$ cat src/rtl/mips_defs.sv
// Shared definitions for the MIPS pipeline front end: reset vector, bubble word
// and the IF/ID register layout.
package mips_defs;

   localparam logic [31:0] RESET_PC_DEFAULT  = 32'h0000_3000;
   localparam logic [31:0] NOP_WORD          = 32'h0;
   localparam int          IM_ADDR_W_DEFAULT = 10;

   typedef enum logic [1:0] {
      PC_SEQ,
      PC_HOLD,
      PC_REDIRECT
   } pcSel_t;

   typedef struct packed {
      logic [31:0] ir;
      logic [31:0] pc;
      logic [31:0] pc4;
      logic        valid;
      logic        adel;
   } ifId_t;

endpackage

$ cat src/rtl/fetch_unit_if_id_reg.sv
// IF/ID pipeline register: Reset or Flush inserts a bubble, Stall freezes it.
import mips_defs::*;

module if_id_reg (
   input  logic  Clk,
   input  logic  Reset,
   input  logic  Flush,
   input  logic  Stall,
   input  ifId_t d,
   output ifId_t q
);

   // Flush wins over Stall so a squashed instruction never lingers in D.
   always_ff @(posedge Clk) begin
      if (Reset || Flush) begin
         q <= '{ir: NOP_WORD, pc: 32'h0, pc4: 32'h0, valid: 1'b0, adel: 1'b0};
      end else if (!Stall) begin
         q <= d;
      end
   end

endmodule

$ cat src/rtl/fetch_unit.sv
// Instruction-fetch stage: PC register, next-PC selection, IM addressing and
// the IF/ID register feeding the decode stage.
import mips_defs::*;

module fetch_unit #(
   parameter logic [31:0] RESET_PC  = RESET_PC_DEFAULT,
   parameter int          IM_ADDR_W = IM_ADDR_W_DEFAULT
) (
   input  logic                 Clk,
   input  logic                 Reset,
   input  logic                 Stall,
   input  logic                 Redirect,
   input  logic [31:0]          RedirectPC,
   input  logic                 Flush,
   output logic [IM_ADDR_W-1:0] ImAddr,
   input  logic [31:0]          ImInstr,
   output logic [31:0]          PC_F,
   output logic [31:0]          IR_D,
   output logic [31:0]          PC_D,
   output logic [31:0]          PC4_D,
   output logic                 Valid_D,
   output logic                 AdEL_D
);

   logic [31:0] imOffset;
   logic [31:0] pcPlus4;
   logic        inRange;
   pcSel_t      pcSel;
   ifId_t       ifIdNext;
   ifId_t       ifIdQ;

   // Offset wraps, so PCs below the window land in the high half and fail inRange.
   assign imOffset = PC_F - RESET_PC;
   assign ImAddr   = imOffset[IM_ADDR_W+1:2];
   assign inRange  = (imOffset[31:IM_ADDR_W+2] == '0);
   assign pcPlus4  = PC_F + 32'd4;

   // A stalled redirect is dropped; D re-asserts it once the stall clears.
   always_comb begin
      pcSel = PC_SEQ;
      if (Stall && !Flush) begin
         pcSel = PC_HOLD;
      end else if (Redirect) begin
         pcSel = PC_REDIRECT;
      end
   end

   always_ff @(posedge Clk) begin
      if (Reset) begin
         PC_F <= RESET_PC;
      end else begin
         case (pcSel)
            PC_HOLD:     PC_F <= PC_F;
            PC_REDIRECT: PC_F <= {RedirectPC[31:2], 2'b00};
            default:     PC_F <= pcPlus4;
         endcase
      end
   end

   always_comb begin
      ifIdNext.ir    = inRange ? ImInstr : NOP_WORD;
      ifIdNext.pc    = PC_F;
      ifIdNext.pc4   = pcPlus4;
      ifIdNext.valid = 1'b1;
      ifIdNext.adel  = !inRange;
   end

   if_id_reg ifIdReg (
      .Clk   (Clk),
      .Reset (Reset),
      .Flush (Flush),
      .Stall (Stall),
      .d     (ifIdNext),
      .q     (ifIdQ)
   );

   assign IR_D    = ifIdQ.ir;
   assign PC_D    = ifIdQ.pc;
   assign PC4_D   = ifIdQ.pc4;
   assign Valid_D = ifIdQ.valid;
   assign AdEL_D  = ifIdQ.adel;

endmodule

$ cat config.mk
export PLATFORM = sky130hd
export DESIGN_NAME = fetch_unit
export DESIGN_NICKNAME = d
export VERILOG_FILES = /design/src/rtl/mips_defs.sv /design/src/rtl/fetch_unit_if_id_reg.sv /design/src/rtl/fetch_unit.sv
export SDC_FILE = /design/constraint.sdc
export NUM_CORES = 1
export LEC_CHECK = 0
export ABC_AREA = 1
export CAP_MARGIN = 20
export CELL_PAD_IN_SITES_DETAIL_PLACEMENT = 0
export CELL_PAD_IN_SITES_GLOBAL_PLACEMENT = 1
export CORE_UTILIZATION = 30
export CTS_CLUSTER_SIZE = 10
export DETAILED_ROUTE_END_ITERATION = 8
export PLACE_DENSITY_LB_ADDON = 0.15
export SYNTH_ARGS = -nofsm -noshare
export SYNTH_HDL_FRONTEND = slang
export SYNTH_SLANG_ARGS = --single-unit
$ cat constraint.sdc
create_clock -name Clk -period 2.3 [get_ports Clk]
set_input_delay 0.345 -clock Clk [delete_from_list [all_inputs] [get_ports Clk]]
set_output_delay 0.345 -clock Clk [all_outputs]
set_load 0.02 [all_outputs]
==> results.sh, run 1 <==
export IMPL_setup_worst_path_start="PC_F[18]"
export IMPL_ys_ff_latch=124
export IMPL_cts_tree="built"
export IMPL_switching_share=0.290
export IMPL_dieArea_sq_mm=0.0219
export IMPL_avgRoutedWirePerCell_um=16.2
export IMPL_clock_fmax_ghz=0.485
export IMPL_holdPathStages=2
export IMPL_cts_hold_buf=0
export IMPL_drt_iter0_drc=287
export IMPL_ant_nets=0
export IMPL_preCtsSetupSlack_ps=398
export IMPL_crit_path_end_kind="primary output"
export IMPL_yosysUniqueCellTypes=35
export IMPL_r2r_cells=11
export IMPL_final_cell_count_no_fill=1313
export IMPL_pin_count=209
export IMPL_die_width_um=148
export IMPL_finalSetupViolCount=0
export IMPL_drcViolationCount=0
export IMPL_cts_resized=0
export IMPL_timing_final_crit_share=0.896
export IMPL_leakage_nw=3.38
export IMPL_fillCellCount=2253
export IMPL_combPwrFrac=0.169
export IMPL_core_area_sq_mm=0.0210
export IMPL_grt_first_pass_wirelength_um=32900
export IMPL_placedCellCount=1282
export IMPL_min_path_type="reg2reg"
export IMPL_rows=53
export IMPL_grt_max_degree=89
export IMPL_total_power_mw=6.04
export IMPL_p_per_area_mw_per_mm2=671
export IMPL_run_status="finished, final reports clean"
export IMPL_dp_hpwl_um=15500
export IMPL_synthCells=868
export IMPL_fin_area_sq_mm=0.00900
export IMPL_layout_common_cells="clkdlybuf4s50_1, nand2_1, dfxtp_1"
export IMPL_power_frac_clock=0.446
export IMPL_placed_area_sq_mm=0.00842
export IMPL_r2r_start="PC_F[21]"
export IMPL_wirelength_um=21300
export IMPL_cts_buffer_depth=2
export IMPL_antenna_found_initial=0
export IMPL_initial_utilization=0.305
export IMPL_rrSetupSlack_ps=420
export IMPL_cts_buffers=17
export IMPL_reg2reg_to="ifIdReg.q[68]"
export IMPL_syn_avg_cell_area_sq_um=7.37
export IMPL_tightest_slew_ps=902
export IMPL_n_antenna_cell=0
export IMPL_period_needed_ps=2060
export IMPL_critPathMaxFanout=5
export IMPL_p_int_mw=4.28
export IMPL_place_gp_congestion=0.791
export IMPL_p_switching_mw=1.75
export IMPL_drive_gt1_frac=0.144
export IMPL_syn2layout_area_growth_pct=40.7
export IMPL_final_hold_violation_count=0
export IMPL_arrival_ps=1720
export IMPL_vias=5948
export IMPL_final_common_cell="clkdlybuf4s50_1"
export IMPL_numPortBuffers=200
export IMPL_pwr_share_seq=0.385
export IMPL_slew_viol_final=0
export IMPL_htree_num_levels=4
export IMPL_critical_path_class="reg2out"
export IMPL_rsz0062_at_grt="false"
export IMPL_cap_violations=0
export IMPL_finalClockSkew_ps=11.4
export IMPL_synth_warning_count=0
export IMPL_cts_clk_slew_worst_paths_ps=60
export IMPL_grt_pass1_vias=5812
export IMPL_synth_area_sq_mm=0.00639
export IMPL_yosysTopAreaCell="dfxtp_1"
export IMPL_synthTopCellsByArea="dfxtp_1, nand2_1, a21oi_1"
export IMPL_clock_sinks=124
export IMPL_netlist_area_leader_share=0.388
export IMPL_cp_start_kind="flip-flop"
export IMPL_holdWs_ps=462
export IMPL_clk_latency_ps=430
export IMPL_seq_area_frac_synth=0.388
export IMPL_final_net_count=1096
export IMPL_first_pass_iters=5
export IMPL_final_util=0.429
export IMPL_peakVddDrop_mv=0.492
export IMPL_setup_slack_ps=239
export IMPL_post_cts_buffers=0
export IMPL_cp_data_required_time_ps=1960
export IMPL_grt_use_total=0.196
export IMPL_fp_dieH_um=148
export IMPL_endpoint="PC_F[18]"
export IMPL_routed_via_density=4.53
export IMPL_overflow=0
export IMPL_max_slew_margin=0.399
export IMPL_fin_setup_tns_ps=0
export IMPL_cts_root_buf="clkbuf_16"
logic make-up after synthesis:
logic type | after synthesis | synth area share
compound gates | 192 | 0.176
xor+xnor | 17 | 0.0233
fa+ha+maj | 1 | 0.00196
buf+inv | 165 | 0.138
flops | 124 | 0.388
other cells | 1 | 0.000586
simple gates | 368 | 0.272
cell type report:
cell class / count / area (sq um) / share of cell area
Clock buffer: 18 / 439 / 0.0488
Timing Repair Buffer: 232 / 2290 / 0.254
Clock inverter: 13 / 144 / 0.0160
Sequential cell: 124 / 2480 / 0.276
Multi-Input combinational cell: 584 / 3050 / 0.339
Inverter: 67 / 251 / 0.0279
Tap cell: 275 / 344 / 0.0382
layer usage:
layer  wire length, um  GRT usage
met5                 0          0
met4               186     0.0454
met3              1080     0.0506
met2              9650      0.315
met1             10300      0.262
state kept, by name, summed over array words and instances, names as in the netlist:
signal,count
ifIdReg.q,94
PC_F,30
critical path, cell delays in order (launching register included):
cell and delay, ps:
dfxtp_1 480, buf_4 210, clkdlybuf4s50_1 600
cells in the mapped netlist:
library cell,instances
a21o_1,1
a21oi_1,73
a21oi_2,29
a221oi_1,1
a31oi_1,1
buf_1,5
buf_12,3
buf_2,5
buf_4,46
buf_6,5
clkbuf_1,34
clkinv_1,1
conb_1,1
dfxtp_1,124
ha_1,1
inv_1,63
inv_2,3
nand2_1,173
nand2_2,5
nand3_1,36
nand3_2,31
nand3b_1,1
nand4_1,5
nor2_1,95
nor2_2,5
nor2_4,5
nor2_8,1
nor3_1,8
nor3_2,2
o211ai_1,12
o21ai_0,69
o21bai_1,6
or2_2,1
xnor2_1,5
xor2_1,12
worst min-delay path by stage:
| stage | startpoint | endpoint | slack [ps] |
|---|---|---|---|
| after global routing | ImInstr[28] | ifIdReg.q[94] | 480 |
| final | ifIdReg.q[5] | ifIdReg.q[5] | 460 |
| after CTS | ifIdReg.q[67] | ifIdReg.q[67] | 470 |
| after detailed placement | ifIdReg.q[67] | ifIdReg.q[67] | 460 |
| after floorplan | PC_F[30] | PC_F[30] | 480 |
| after global placement | ifIdReg.q[67] | ifIdReg.q[67] | 450 |
power groups by stage:
| stage | registers [mW] | clock network, mW | logic, mW |
|---|---|---|---|
| 2_1_floorplan | 2.40 | 0 | 0.588 |
| 3_3_place_gp | 2.37 | 0 | 1.03 |
| 3_5_place_dp | 2.37 | 0 | 1.03 |
| 4_1_cts | 2.32 | 2.78 | 1.04 |
| 5_1_grt | 2.34 | 2.87 | 1.11 |
| 6_report | 2.32 | 2.69 | 1.02 |
(Power assumes the default switching activity.)
==> run 2: changes to the inputs <==
==> constraint.sdc (replaced) <==
create_clock -name Clk -period 2.3 [get_ports Clk]
set_input_delay 0.46 -clock Clk [delete_from_list [all_inputs] [get_ports Clk]]
set_output_delay 0.46 -clock Clk [all_outputs]
set_load 0.02 [all_outputs]
==> results.sh, run 2 (synthesis gave the netlist of run 1 again) <==
export IMPL_leakage_nw=3.42
export IMPL_initial_utilization=0.305
export IMPL_fin_setup_tns_ps=0
export IMPL_rsz0062_at_grt="false"
export IMPL_clk_latency_ps=420
export IMPL_max_slew_margin=0.520
export IMPL_clock_fmax_ghz=0.451
export IMPL_tightest_slew_ps=720
export IMPL_critical_path_class="reg2out"
export IMPL_die_width_um=148
export IMPL_grt_pass1_vias=5691
export IMPL_cp_data_required_time_ps=1840
export IMPL_finalSetupViolCount=0
export IMPL_vias=6008
export IMPL_regMostFlops="ifIdReg.q"
export IMPL_core_area_sq_mm=0.0210
export IMPL_cp_start_kind="flip-flop"
export IMPL_crit_path_top_delay_cell="clkdlybuf4s50_1"
export IMPL_slew_viol_final=0
export IMPL_fin_area_sq_mm=0.00905
export IMPL_final_cell_count_no_fill=1316
export IMPL_dieArea_sq_mm=0.0219
export IMPL_timing_final_crit_share=0.965
export IMPL_post_cts_buffers=0
export IMPL_wirelength_um=21200
export IMPL_fillCellCount=2252
export IMPL_period_needed_ps=2220
export IMPL_arrival_ps=1760
export IMPL_finalClockSkew_ps=12.9
export IMPL_final_common_cell="clkdlybuf4s50_1"
export IMPL_holdWs_ps=454
export IMPL_grt_max_degree=90
export IMPL_drive_gt1_frac=0.146
export IMPL_overflow=0
export IMPL_antenna_found_initial=0
export IMPL_top_regs="ifIdReg.q (94), PC_F (30)"
export IMPL_final_hold_violation_count=0
export IMPL_clock_sinks=124
export IMPL_critPathTopFamily="buffers and inverters"
export IMPL_cts_buffer_depth=2
export IMPL_numPortBuffers=200
export IMPL_n_antenna_cell=0
export IMPL_layout_common_cells="clkdlybuf4s50_1, nand2_1, dfxtp_1"
export IMPL_first_pass_iters=6
export IMPL_cts_hold_buf=0
export IMPL_grt_use_total=0.197
export IMPL_run_status="finished, final reports clean"
export IMPL_cp_slowest_stage_delay_ps=700
export IMPL_drt_iter0_drc=291
export IMPL_min_path_type="reg2reg"
export IMPL_dp_hpwl_um=15500
export IMPL_drcViolationCount=0
export IMPL_syn2layout_area_growth_pct=41.5
export IMPL_final_net_count=1099
export IMPL_largest_reg_flops=94
export IMPL_placedCellCount=1285
export IMPL_cts_buffers=17
export IMPL_rows=53
export IMPL_cts_tree="built"
export IMPL_cp_num_buf_inv=1
export IMPL_cts_root_buf="clkbuf_16"
export IMPL_avgRoutedWirePerCell_um=16.1
export IMPL_grt_first_pass_wirelength_um=32900
export IMPL_critPathMaxFanout=8
export IMPL_crit_chain="clkdlybuf4s50_1"
export IMPL_p_per_area_mw_per_mm2=670
export IMPL_placed_area_sq_mm=0.00846
export IMPL_cap_violations=0
export IMPL_peakVddDrop_mv=0.458
export IMPL_htree_num_levels=4
export IMPL_fp_dieH_um=148
export IMPL_cts_resized=0
export IMPL_crit_path_end_kind="primary output"
export IMPL_routed_via_density=4.57
export IMPL_place_gp_congestion=0.799
export IMPL_pin_count=209
export IMPL_ant_nets=0
export IMPL_cts_clk_slew_worst_paths_ps=60
-- run 2: cell types whose count changed in the layout (fill, tap and decap cells not counted) --
cell        change
buf_4           +1
clkbuf_8        -1
clkinv_2        -1
clkinvlp_4      -2
buf_12          +2
inv_6           +5
clkinv_4        -1
-- run 2: power by group --
group	total, mW	internal (mW)	leakage [nW]	switching [mW]
Sequential	2.33	2.23	1.01	0.0960
Clock	2.71	1.61	0.282	1.10
Combinational	1.03	0.439	2.12	0.587
-- run 2: final timing paths --
| path | startpoint | endpoint | slack [ps] | cells past startpoint |
|---|---|---|---|---|
| min reg2reg | ifIdReg.q[67] | ifIdReg.q[67] | 450 | 2 |
| max reg2reg | PC_F[18] | PC_F[23] | 350 | 7 |
| max | PC_F[18] | PC_F[18] | 80 | 1 |
| min | ifIdReg.q[67] | ifIdReg.q[67] | 450 | 2 |
-- run 2: area by class of cell --
cell class / instances / area (sq um) / area share
clock buffers: 17 / 425 / 0.0470
clock inverters: 14 / 159 / 0.0176
inverters: 67 / 251 / 0.0278
multi-input cells: 584 / 3050 / 0.337
flip-flops and latches: 124 / 2480 / 0.274
well taps: 275 / 344 / 0.0380
repair buffers: 235 / 2330 / 0.258
-- run 2: per-layer routing --
layer | up-vias | GRT usage | wire length [um]
li1 | 3084 | - | -
met1 | 2742 | 0.272 | 10400
met2 | 175 | 0.309 | 9560
met3 | 7 | 0.0448 | 1130
met4 | 0 | 0.0433 | 116
met5 | - | 0 | 0
-- run 2: metrics by stage --
| stage | setup WS, ps | util | power, mW |
|---|---|---|---|
| 4_1_cts | 42.6 | 0.432 | 6.15 |
| 3_3_place_gp | 357 | 0.404 | 3.41 |
| 5_1_grt | 0.167 | 0.432 | 6.36 |
| 6_report | 80.6 | 0.432 | 6.06 |
| 2_1_floorplan | 685 | - | 2.98 |
| 3_5_place_dp | 327 | 0.404 | 3.41 |
